File: src/rtl/pipe_tap_reg.sv
// pipe_tap_reg: multi-lane pipeline register with a run-time selectable output tap.
// Stages 1..DEPTH hold data plus a valid bit. tap_sel picks which stage feeds
// dout/out_valid (0 = bypass). count tracks how many valid entries are stored.
//
// Valid semantics: in_valid only tags din; it never stalls the pipe. When ce=1,
// data shifts whether or not it is valid, and empty slots carry vld=0.
// out_valid is the tag of whichever tap is selected. There is no ready/backpressure.
module pipe_tap_reg #(
  parameter int WIDTH = 18,
  parameter int LANES = 1,
  parameter int DEPTH = 2,
  parameter int TSW   = (DEPTH < 2) ? 1 : $clog2(DEPTH + 1)
) (
  input  logic                   clk,
  input  logic                   reset,
  input  logic                   ce,
  input  logic                   clr,
  input  logic                   in_valid,
  input  logic [LANES*WIDTH-1:0] din,
  input  logic [TSW-1:0]         tap_sel,
  output logic [LANES*WIDTH-1:0] dout,
  output logic                   out_valid,
  output logic [TSW-1:0]         count
);

  localparam int DW = LANES * WIDTH;

  if (DEPTH == 0) begin : g_bypass
    // No storage: a pure wire from input to output. Control inputs have no effect.
    logic unused_ctrl;
    assign unused_ctrl = ^{clk, reset, ce, clr, tap_sel};
    assign dout        = din;
    assign out_valid   = in_valid;
    assign count       = '0;
  end else begin : g_pipe
    localparam logic [TSW-1:0] DEPTH_T = TSW'(DEPTH);

    logic [DW-1:0]  stage_q [1:DEPTH];
    logic [1:DEPTH] vld_q;
    logic [TSW-1:0] count_q;
    logic [TSW-1:0] tap_eff;

    // Stage registers with priority clr > ce > hold. count moves by the entry
    // entering minus the entry leaving, so it stays equal to popcount(vld_q).
    always_ff @(posedge clk or negedge reset) begin
      if (!reset) begin
        for (int i = 1; i <= DEPTH; i++) stage_q[i] <= '0;
        vld_q   <= '0;
        count_q <= '0;
      end else if (clr) begin
        for (int i = 1; i <= DEPTH; i++) stage_q[i] <= '0;
        vld_q   <= '0;
        count_q <= '0;
      end else if (ce) begin
        stage_q[1] <= din;
        vld_q[1]   <= in_valid;
        for (int i = 2; i <= DEPTH; i++) begin
          stage_q[i] <= stage_q[i-1];
          vld_q[i]   <= vld_q[i-1];
        end
        count_q <= count_q + TSW'(in_valid) - TSW'(vld_q[DEPTH]);
      end
    end

    // Output tap mux. Tap values above DEPTH clamp to the last stage, and tap 0 bypasses.
    always_comb begin
      tap_eff   = (tap_sel > DEPTH_T) ? DEPTH_T : tap_sel;
      dout      = din;
      out_valid = in_valid;
      for (int k = 1; k <= DEPTH; k++) begin
        if (tap_eff == TSW'(k)) begin
          dout      = stage_q[k];
          out_valid = vld_q[k];
        end
      end
    end

    assign count = count_q;
  end

endmodule

File: config.mk
export PLATFORM = sky130hd
export DESIGN_NAME = pipe_tap_reg
export DESIGN_NICKNAME = d
export VERILOG_FILES = /design/src/rtl/pipe_tap_reg.sv
export SDC_FILE = /design/constraint.sdc
export NUM_CORES = 1
export LEC_CHECK = 0
export BUFFER_PORTS_ARGS = -buffer_cell sky130_fd_sc_hd__buf_4
export CAP_MARGIN = 25
export CORE_MARGIN = 2
export CORE_UTILIZATION = 58
export CTS_CLUSTER_DIAMETER = 100
export DETAILED_ROUTE_END_ITERATION = 12
export PLACE_DENSITY = 0.95
export SYNTH_ARGS = -nofsm -noshare
export SYNTH_HDL_FRONTEND = slang
export SYNTH_SLANG_ARGS = --single-unit
File: constraint.sdc
create_clock -name clk -period 2.1 [get_ports clk]
set_input_delay 0.21 -clock clk [delete_from_list [all_inputs] [get_ports clk]]
set_output_delay 0.21 -clock clk [all_outputs]
set_load 0.005 [all_outputs]
==> results of run 1 <==
## power by group through the flow
stage	combinational [µW]	clock (µW)	sequential (µW)
final	266	415	829
after CTS	270	427	829
after detailed placement	268	0	845
after global routing	296	468	835
after global placement	261	0	842
after floorplan	164	0	840
## flip-flops by register name, summed over array words and instances, names as in the netlist
name            flops
g_pipe.stage_q     36
count               2
g_pipe.vld_q        2
## timing repair
action / CTS / global route
gates resized for setup: 0 / 0
hold buffers: 1 / 0
setup endpoints to repair: 0 / 0
hold endpoints to repair: 40 / 0
## metrics by stage
stage,hold slack (ns),cells
after floorplan,-0.0856,199
final,0.117,283
after CTS,0.106,283
after global routing,0.105,283
after detailed placement,0.202,275
after global placement,0.204,275
## kinds of logic after synthesis
| kind of cell | share of synthesized area (%) |
|---|---|
| buf+inv | 6.14 |
| simple gates | 11.0 |
| mux | 27.9 |
| xor+xnor | 0.421 |
| flops | 48.1 |
| fa+ha+maj | 1.20 |
| compound gates | 5.23 |
## cell usage in the layout, fill, tap and decap left out, drive strengths merged
| cell type | instances |
|---|---|
| a21oi | 1 |
| a31o | 1 |
| buf | 45 |
| clkbuf | 7 |
| dfrtp | 40 |
| dlygate4sd3 | 1 |
| ha | 2 |
| inv | 2 |
| mux2i | 58 |
| nand2 | 19 |
| nand2b | 1 |
| nor2 | 40 |
| o21ai | 19 |
| xor2 | 1 |
## final cells by class
cell class                 count  area [µm²]
tap                           46        57.6
inverter                       2        7.51
timing repair buffer          46         348
fill                         244         960
sequential                    40        1000
clock buffer                   7        65.1
multi-input combinational    142         951
## worst max path at each step
stage,startpoint,end,slack [ns],cells after the start
2_1_floorplan,count[0]$_DFFE_PN0P_,count[1]$_DFFE_PN0P_,0.67,7
3_3_place_gp,count[0]$_DFFE_PN0P_,count[1]$_DFFE_PN0P_,0.64,7
3_5_place_dp,count[0]$_DFFE_PN0P_,count[1]$_DFFE_PN0P_,0.60,7
4_1_cts,count[0]$_DFFE_PN0P_,count[1]$_DFFE_PN0P_,0.58,7
5_1_grt,count[0]$_DFFE_PN0P_,count[1]$_DFFE_PN0P_,0.49,7
6_report,count[0]$_DFFE_PN0P_,count[1]$_DFFE_PN0P_,0.59,7
## routing by layer
| layer | global-route usage, % | up-vias | share of wire [%] |
|---|---|---|---|
| met5 | 0 | - | 0 |
| met4 | 8.97 | 0 | 1.9 |
| met3 | 5.28 | 5 | 3.7 |
| met2 | 37.0 | 25 | 52 |
| met1 | 23.9 | 706 | 42 |
| li1 | - | 749 | - |
## worst max-delay path, stage by stage (launching register included)
cell	delay (ns)
dfrtp_1	0.38
inv_1	0.05
ha_1	0.28
inv_1	0.05
ha_1	0.14
xor2_1	0.18
a21oi_1	0.09
a31o_2	0.24
==> results.md, run 1 <==
- Fin area: 2430 µm²
- Hold crit path type: primary input to flop
- DP HPWL: 2.51 mm
- Global-route wire length before repair: 6.41 mm
- Total setup buffers inserted after CTS: 0
- ANT nets after route: 0
- # diodes: 0
- Peak Freq: between 600 and 700 MHz
- Die area: 4080 µm²
- Gpl congestion: 0.771
- NumNets Final: between 200 and 300
- Largest net degree at the start of global routing: 42
- Critical-path maximum fanout: 3
- CTS tree: built
- Min-Delay Endpoint: g_pipe.stage_q[27]$_DFFE_PN0P_
- H-tree levels: 2
- Worst EP arrival: 1.76 ns
- Cell Area, Placed: 2350 µm²
- Req. time, crit path: 2.35 ns
- Worst Skew: 0.00850 ns
- Top cells by area, synth: dfrtp_1 48%, mux2i_1 28%, nor2_1 7.2%
- Static Leak: ~0.0013 µW
- Post-Syn Instances: 199
- DRT Wirelength: 3.78 mm
- Util after Layout: 71.7%
- Io pins: 46
- Clk Latency, worst-skew pair: 0.34 ns
- Register area share after synthesis: 48.1%
- Unique cell type count in the Yosys netlist: 17
- Post-synth EDFFs: 0
- Hold_sp: din[9]
- Worst reg2reg path depth: 7
- Vias in the first global route: 1,465
- Rows: 21
- Minimum clock period: 1.51 ns
- Hold Vio Cnt, Final: 0
- Yosys top cell by area: dfrtp_1
- Setup TNS: 0 ns
- Crit start category: flop
- Commonest cells in the netlist: 58 x mux2i_1, 40 x dfrtp_1, 40 x nor2_1
- Synth Net Count: about 230
- DP Worst Slack: around 0.60 ns
- Max-slew violations: 0
- Worst-path clk slew: 0.11 ns
- Sw frac: 25.2%
- Detailed-route wire length per cell: approximately 13 µm
- Cell Pwr Density: 621 nW/µm²
- Reg-to-Reg Start: count[0]$_DFFE_PN0P_
- Clock network power share: 27.5%
- Initial drt markers: 75
- Seq cells post-synth: 40
- Area of the mapped netlist: slightly above 2000 µm²
- Top_reg_cell synth: dfrtp_1
- Slew @ Worst Pin: 0.640 ns
- Yosys synthesis warning count: 0
- Critical path endpoint category: flop
- Final worst-path cycle share: 71.9%
- Most frequent cell after synthesis: mux2i_1
- R2r setup slk: 0.59 ns
- Max Cap Viol: 0
- Peak VDD IR: roughly 400 µV
- Chip width: around 64 µm
- Via count: 1,485
- Internal power: 1130 µW
- TritonCTS buffer count: 5
- Setup slack after layout: about 0.59 ns
- Post-synth top area share: roughly half
- Flop pwr share: between 50% and 60%
- Initial antenna violation count: 0
- Ratio of cells with drive above 1 in the final layout: 22.4%
- Critical path class: flop to flop
- Core area: approximately 3400 µm²
- Layout area overhead: 16.8%
- I/O Buffers: 45
- Pwr Total: around 1500 µW
- Hold path depth: 3
- Setup violations, final: 0
- Combinational Power Share: 17.6%
- Chip height: ~64 µm
- Avg Cell Area, Syn: 10.4 µm²
- Clock root buffer: clkbuf_4
- Tot GR Track Use: 20.9%
- Unrepaired setup endpoints after global routing: no
- Max transition margin: 57.3%
- Status: finished, final reports clean
- Worst R2R End: count[1]$_DFFE_PN0P_
- Initial Utilization: 61.4%
- Post-synth ARST share: 100%
- Post-route DRC: 0
- Clk sinks: 40
- Vias per cell: 5.25
- Sw Pwr: 381 µW
- Overflow after GRT: 0
- CTS Buffer Depth: 2
- Total iterations of the first detailed-routing run: 4
Note: power is estimated with default switching activity, not from simulation.
==> run 2: changes to the inputs <==
CORE_UTILIZATION = 54   (was 58)
PLACE_DENSITY = 0.91   (was 0.95)
clock period = 1.4 ns   (was 2.1 ns; I/O delays follow)
==> run 2 against run 1 <==
The flow now finishes with violations (negative setup slack). Cell count rose by 2.5%. Hold slack got worse by 0.0088 ns. Register-to-register slack got worse by 0.66 ns. Largest cell class unchanged.
==> results.md, run 2 (synthesis results as in run 1) <==
- Status: complete, but fails checks
- Violated checks: negative setup slack
- Io pins: 46 (unchanged)
- Fin area: 2520 µm² (+3.7%)
- Final worst-path cycle share: 105% (+33 points)
- Most common cell after layout, fill and taps aside: mux2i_1
- Buf+Inv Stages, Crit Path: 1 (-1)
- Sw Pwr: 618 µW (+62%)
- CTS Buffer Depth: 2 (unchanged)
- Worst EP arrival: 1.65 ns (-0.11 ns)
- Util after Layout: 68.3% (-3.4 points)
- ANT nets after route: 0 (unchanged)
- Largest net degree at the start of global routing: 41 (-2.4%)
- Combinational Power Share: 18.2% (+0.6 points)
- Detailed-route wire length per cell: 14.6 µm (+8.9%)
- H-tree levels: 2 (unchanged)
- Clock network power share: 29.5% (+2.0 points)
- DP HPWL: 2.91 mm (+16%)
- WL met2: 2.33 mm (+18%)
- Via count: 1,534 (+3.3%)
- Flop pwr share: 52.3% (-2.6 points)
- Met3 WL: 165 µm (+17%)
- Fillers: 300 (+23%)
- Internal power: 1770 µW (+56%)
- Critical-path maximum fanout: 2 (-1)
- Commonest non-fill, non-tap cells in the layout: 58 x mux2i_1, 49 x buf_4, 40 x nor2_1, 40 x dfrtp_1, 19 x nand2_1
- Gpl congestion: 0.754 (-2.2%)
- Largest register FFs: 36 (unchanged)
- Static Leak: 0.00133 µW (+2.3%)
- Critical path class: flop to flop
- Initial Utilization: 56.4% (-5.0 points)
- Ratio of cells with drive above 1 in the final layout: 25.2% (+2.8 points)
- TritonCTS buffer count: 5 (unchanged)
- Cell Pwr Density: 947 nW/µm² (+52%)
- Crit start category: flop
- Slowest-stage cell, CP: dfrtp_1
- DP Cell Count: 282 (+2.5%)
- Layout area overhead: 21.1%
- Top Family by Delay on Critical Path: adder cells
- Rows: 22 (+4.8%)
- CTS tree: built
- Critical path endpoint category: flop
- I/O Buffers: 45 (unchanged)
- Overflow after GRT: 0 (unchanged)
- # diodes: 0 (unchanged)
- Initial drt markers: 103 (+37%)
- Total iterations of the first detailed-routing run: 4 (unchanged)
- Chip height: 66.1 µm (+3.4%)
- Hold Vio Cnt, Final: 0 (unchanged)
- M1 wire length: 1.62 mm (+2.1%)
- Tot GR Track Use: 22.2% (+1.3 points)
- DP Worst Slack: -0.0900 ns (-0.685 ns)
- Max incr delay on CP: 0.39 ns (about the same)
- NumNets Final: 269 (+1.9%)
- DRT Wirelength: 4.22 mm (+12%)
- Chip width: 66.1 µm (+3.4%)
- Clk sinks: 40 (unchanged)
- Setup violations, final: 1 (+1)
- Worst Skew: 0.00442 ns (-0.00408 ns)
- Hold crit path type: primary input to flop
- Clk Latency, worst-skew pair: 0.29 ns (-0.05 ns)
- Top layer in use: met4
- Final std cells w/o fill: 290 (+2.5%)
- Cell Area, Placed: 2410 µm² (+2.3%)
- Global-route wire length before repair: 7.23 mm (+13%)
- Vias in the first global route: 1,559 (+6.4%)
- Max Cap Viol: 0 (unchanged)
- Setup TNS: -0.0665 ns (-0.0665 ns)
- Max-slew violations: 0 (unchanged)
- Unrepaired setup endpoints after global routing: yes
- Most flops, register: g_pipe.stage_q
- CP Cell Sequence: ha_1 -> inv_2 -> ha_4 -> xor2_2 -> a21oi_2 -> a31o_2
- Max transition margin: 67.6% (+10 points)
- Sw frac: 25.9% (+0.70 points)
- Vias per cell: 5.29 (+0.81%)
- Peak Freq: 682 MHz (+2.9%)
- Clock root buffer: clkbuf_8
- Setup slack after layout: -0.0665 ns (-0.657 ns)
- Worst-path clk slew: 0.07 ns (-0.04 ns)
- Slew @ Worst Pin: 0.486 ns (-0.154 ns)
- Post-route DRC: 0 (unchanged)
- Req. time, crit path: 1.58 ns (-0.77 ns)
- Die area: 4360 µm² (+6.9%)
- Initial antenna violation count: 0 (unchanged)
- Peak VDD IR: 759 µV (+90%)
- Minimum clock period: 1.47 ns (-0.0431 ns)
- Core area: 3690 µm² (+8.8%)
run 2: cell types whose count changed in the layout (fill, tap and decap cells not counted), sizes merged:
| cell | change |
|---|---|
| buf | +5 |
| clkinv | +1 |
| clkbuf | -1 |
run 2: cell type report:
class / instances / area (µm²) / area share (%)
inverter: 2 / 7.51 / 0.298
clock buffer: 6 / 72.6 / 2.88
sequential: 40 / 1000 / 39.7
tap: 48 / 60.1 / 2.38
multi-input combinational: 142 / 975 / 38.7
clock inverter: 1 / 5.00 / 0.199
timing repair buffer: 51 / 398 / 15.8
run 2: path summary, 6_finish.rpt:
check | slack, ns | cells past startpoint | from | end
max in group asynchronous | 0.72 | 2 | reset | g_pipe.stage_q[33]$_DFFE_PN0P_
worst max-delay path | -0.07 | 6 | g_pipe.vld_q[2]$_DFFE_PN0P_ | count[1]$_DFFE_PN0P_
min in group asynchronous | 0.34 | 2 | reset | g_pipe.stage_q[5]$_DFFE_PN0P_
worst min register to register | 0.52 | 2 | g_pipe.stage_q[1]$_DFFE_PN0P_ | g_pipe.stage_q[1]$_DFFE_PN0P_
worst min-delay path | 0.11 | 3 | din[4] | g_pipe.stage_q[22]$_DFFE_PN0P_
worst max register to register | -0.07 | 6 | g_pipe.vld_q[2]$_DFFE_PN0P_ | count[1]$_DFFE_PN0P_
run 2: stage by stage:
step,hold slack (ns),power [µW]
floorplan,-0.156,1510
global placement,0.134,1670
detailed placement,0.137,1690
CTS,0.103,2390
global route,0.112,2500
finish,0.108,2390
run 2: per-layer routing:
| layer | vias up | global-route usage, % |
|---|---|---|
| li1 | 751 | - |
| met1 | 735 | 25.9 |
| met2 | 37 | 39.5 |
| met3 | 11 | 4.77 |
| met4 | 0 | 9.18 |
| met5 | - | 0 |
run 2: what timing repair did:
action | CTS | global route
buffers inserted | 0 | 0
gates resized for setup | 0 | 4
hold buffers | 1 | 0
endpoints found under the setup margin | 1 | 1
hold endpoints to repair | 40 | 0
pin swaps | 3 | 4
run 2: power by group through the flow:
stage               Sequential, µW  Combinational, µW  Clock [µW]
floorplan                     1260                247           0
global placement              1260                409           0
detailed placement            1270                425           0
CTS                           1250                428         720
global route                  1250                482         764
finish                        1250                434         703
run 2: worst reg2reg max path, delay by kind of cell, from the launching register on:
kind,cells,cell delay [ns]
xor gates and xnor gates,1,0.17
buffers and inverters,1,0.08
adders and majority gates,2,0.44
AOI/OAI and AO/OA,2,0.29
DFF,1,0.39
==> run 3: changes to the inputs <==
CELL_PAD_IN_SITES_DETAIL_PLACEMENT = 0   (was unset)
CELL_PAD_IN_SITES_GLOBAL_PLACEMENT = 1   (was unset)
CORE_UTILIZATION = 41   (was 54)
PLACE_DENSITY = 0.89   (was 0.91)
==> run 3 against run 2 <==
The run still ends with negative setup slack left. Largest cell class unchanged. Hold slack got worse by 0.0054 ns. Core utilization down 15 points. Combinational power shrank 2%. Clock-buffer cell count fell by 1. Via count down 2.4%. Critical endpoint unchanged.
==> results.md, run 3 (synthesis results as in run 1) <==
- Clock root buffer: clkbuf_8
- Clk sinks: 40 (unchanged)
- Worst R2R End: count[1]$_DFFE_PN0P_
- Min-Delay Endpoint: g_pipe.stage_q[32]$_DFFE_PN0P_
- Total iterations of the first detailed-routing run: 4 (unchanged)
- Max-slew violations: 0 (unchanged)
- Initial Utilization: 43.2% (-13 points)
- Met3 Resource Use GR: 3.75% (-1.0 points)
- Req. time, crit path: 1.58 ns (about the same)
- Setup slack after layout: -0.0508 ns (+0.0157 ns)
- Hold Vio Cnt, Final: 0 (unchanged)
- Crit start category: flop
- Worst reg2reg path depth: 6 (unchanged)
- Reg-to-Reg Start: g_pipe.vld_q[2]$_DFFE_PN0P_
- Sw frac: 24.2% (-1.7 points)
- Unrepaired setup endpoints after global routing: yes
- R2r setup slk: -0.05 ns (+0.02 ns)
- Overflow after GRT: 0 (unchanged)
- Violated checks: negative setup slack
- Rows: 25 (+14%)
- Max incr delay on CP: 0.38 ns (about the same)
- Max transition margin: 67.8% (+0.22 points)
- Final worst-path cycle share: 104% (-1.1 points)
- Largest register FFs: 36 (unchanged)
- Tot GR Track Use: 15.1% (-7.1 points)
- Worst Skew: 0.000595 ns (-0.00382 ns)
- Die area: 5660 µm² (+30%)
- Layout area overhead: 24.4%
- GRT met1 Usage: 19.3% (-6.6 points)
- Global-route wire length before repair: 6.46 mm (-11%)
- Ratio of cells with drive above 1 in the final layout: 25.8% (+0.61 points)
- CP Cell Sequence: ha_1 -> inv_1 -> ha_2 -> xor2_2 -> a21oi_1 -> a31o_2
- Worst-path clk slew: 0.07 ns (about the same)
- Most common cell after layout, fill and taps aside: mux2i_1
- Vias in the first global route: 1,462 (-6.2%)
- NumNets Final: 270 (+0.37%)
- Via count: 1,497 (-2.4%)
- Cell Pwr Density: 998 nW/µm² (+5.4%)
- DRT Wirelength: 3.78 mm (-10%)
- Worst EP arrival: 1.63 ns (-0.02 ns)
- CTS tree: built
- Busiest grt layer: met2
- Critical path endpoint category: flop
- Util after Layout: 53.7% (-15 points)
- Most flops, register: g_pipe.stage_q
- Fillers: 465 (+55%)
- Hold path depth: 3 (unchanged)
- Initial antenna violation count: 0 (unchanged)
- Sw Pwr: 625 µW (+1.1%)
- Minimum clock period: 1.45 ns (-0.0157 ns)
- Vias per cell: 4.81 (-9.0%)
- Critical-path maximum fanout: 2 (unchanged)
- I/O Buffers: 45 (unchanged)
- Status: complete, but fails checks
- Pwr Total: 2580 µW (+8.2%)
- Cell Area, Placed: 2450 µm² (+1.5%)
- Buf+Inv Stages, Crit Path: 1 (unchanged)
- Chip height: 75.2 µm (+14%)
- Internal power: 1960 µW (+11%)
- Hold crit path type: primary input to flop
- Max Cap Viol: 0 (unchanged)
- Post-route DRC: 0 (unchanged)
- Critical path class: flop to flop
- Io pins: 46 (unchanged)
- Core area: 4820 µm² (+31%)
- ANT nets after route: 0 (unchanged)
- DP HPWL: 2.55 mm (-12%)
- Flop pwr share: 48.1% (-4.2 points)
- Met2 usage: 25.3% (-14 points)
- Peak Freq: 689 MHz (+1.1%)
- Chip width: 75.2 µm (+14%)
- Largest net degree at the start of global routing: 41 (unchanged)
- TritonCTS buffer count: 5 (unchanged)
- Slew @ Worst Pin: 0.482 ns (-0.00333 ns)
- Peak VDD IR: 718 µV (-5.5%)
- Gpl congestion: 0.718 (-4.7%)
- Multi-input logic area: 965 µm² (-1.0%)
- CTS Buffer Depth: 2 (unchanged)
- Clk Latency, worst-skew pair: 0.28 ns (about the same)
- Hold_sp: din[14]
- # diodes: 0 (unchanged)
- Top Family by Delay on Critical Path: adder cells
- Combinational Power Share: 16.4% (-1.8 points)
- Slowest-stage cell, CP: dfrtp_1
- Initial drt markers: 78 (-24%)
- Static Leak: 0.00135 µW (+2.0%)
- FF+latch area: 1000 µm² (unchanged)
- Fin area: 2590 µm² (+2.7%)
- H-tree levels: 2 (unchanged)
- Clock network power share: 35.5% (+6.0 points)
- Commonest non-fill, non-tap cells in the layout: 58 x mux2i_1, 49 x buf_4, 40 x nor2_1, 40 x dfrtp_1, 19 x nand2_1
- Setup violations, final: 1 (unchanged)
- Detailed-route wire length per cell: 12.2 µm (-16%)
## run 3: worst max path at each step
stage                                 from                   end  slack, ns  cells past startpoint
3_5_place_dp   g_pipe.vld_q[2]$_DFFE_PN0P_  count[1]$_DFFE_PN0P_      -0.07                      6
6_report       g_pipe.vld_q[2]$_DFFE_PN0P_  count[1]$_DFFE_PN0P_      -0.05                      6
3_3_place_gp   g_pipe.vld_q[2]$_DFFE_PN0P_  count[1]$_DFFE_PN0P_      -0.04                      6
5_1_grt        g_pipe.vld_q[2]$_DFFE_PN0P_  count[1]$_DFFE_PN0P_      -0.13                      6
4_1_cts        g_pipe.vld_q[2]$_DFFE_PN0P_  count[1]$_DFFE_PN0P_      -0.08                      6
2_1_floorplan         count[0]$_DFFE_PN0P_  count[1]$_DFFE_PN0P_      -0.02                      7
## run 3: tightest hold or removal path, delay by kind of cell
kind,cells,cell delay (ns)
buffers and inverters,1,0.08
multiplexers,1,0.05
AND/OR/NAND/NOR,1,0.07
## run 3: final cells by class
cell class,instances,share of cell area [%]
flip-flops and latches,40,38.7
multi-input cells,142,37.3
repair buffers,52,16.2
well taps,67,3.24
clock buffers,5,2.66
clock inverters,3,1.64
inverters,2,0.290
## run 3: power by group through the flow
stage / logic (µW) / registers [µW] / clock network, µW
floorplan: 247 / 1260 / 0
global placement: 418 / 1260 / 0
detailed placement: 425 / 1270 / 0
CTS: 428 / 1240 / 946
global route: 480 / 1250 / 997
finish: 424 / 1240 / 915
## run 3: layer usage
layer / part of all wire, % / routed length (µm)
met4: 1.3 / 51
met1: 46 / 1740
met2: 48 / 1810
met3: 4.7 / 178
met5: 0 / 0
## run 3: stage by stage
stage,setup TNS [ns],hold WS [ns],setup slack (ns),std cells
3_5_place_dp,-0.0690,0.139,-0.0690,301
6_report,-0.0508,0.103,-0.0508,311
4_1_cts,-0.0820,0.0943,-0.0820,310
5_1_grt,-0.127,0.0960,-0.127,311
3_3_place_gp,-0.0370,0.141,-0.0370,301
2_1_floorplan,-0.0241,-0.156,-0.0241,199
## run 3: repair_timing
action                                  4_1_cts  5_1_grt
buffers inserted                              0        1
hold buffers                                  1        0
endpoints found under the setup margin        1        1
hold endpoints to repair                     40        0
gates resized for setup                       0        3
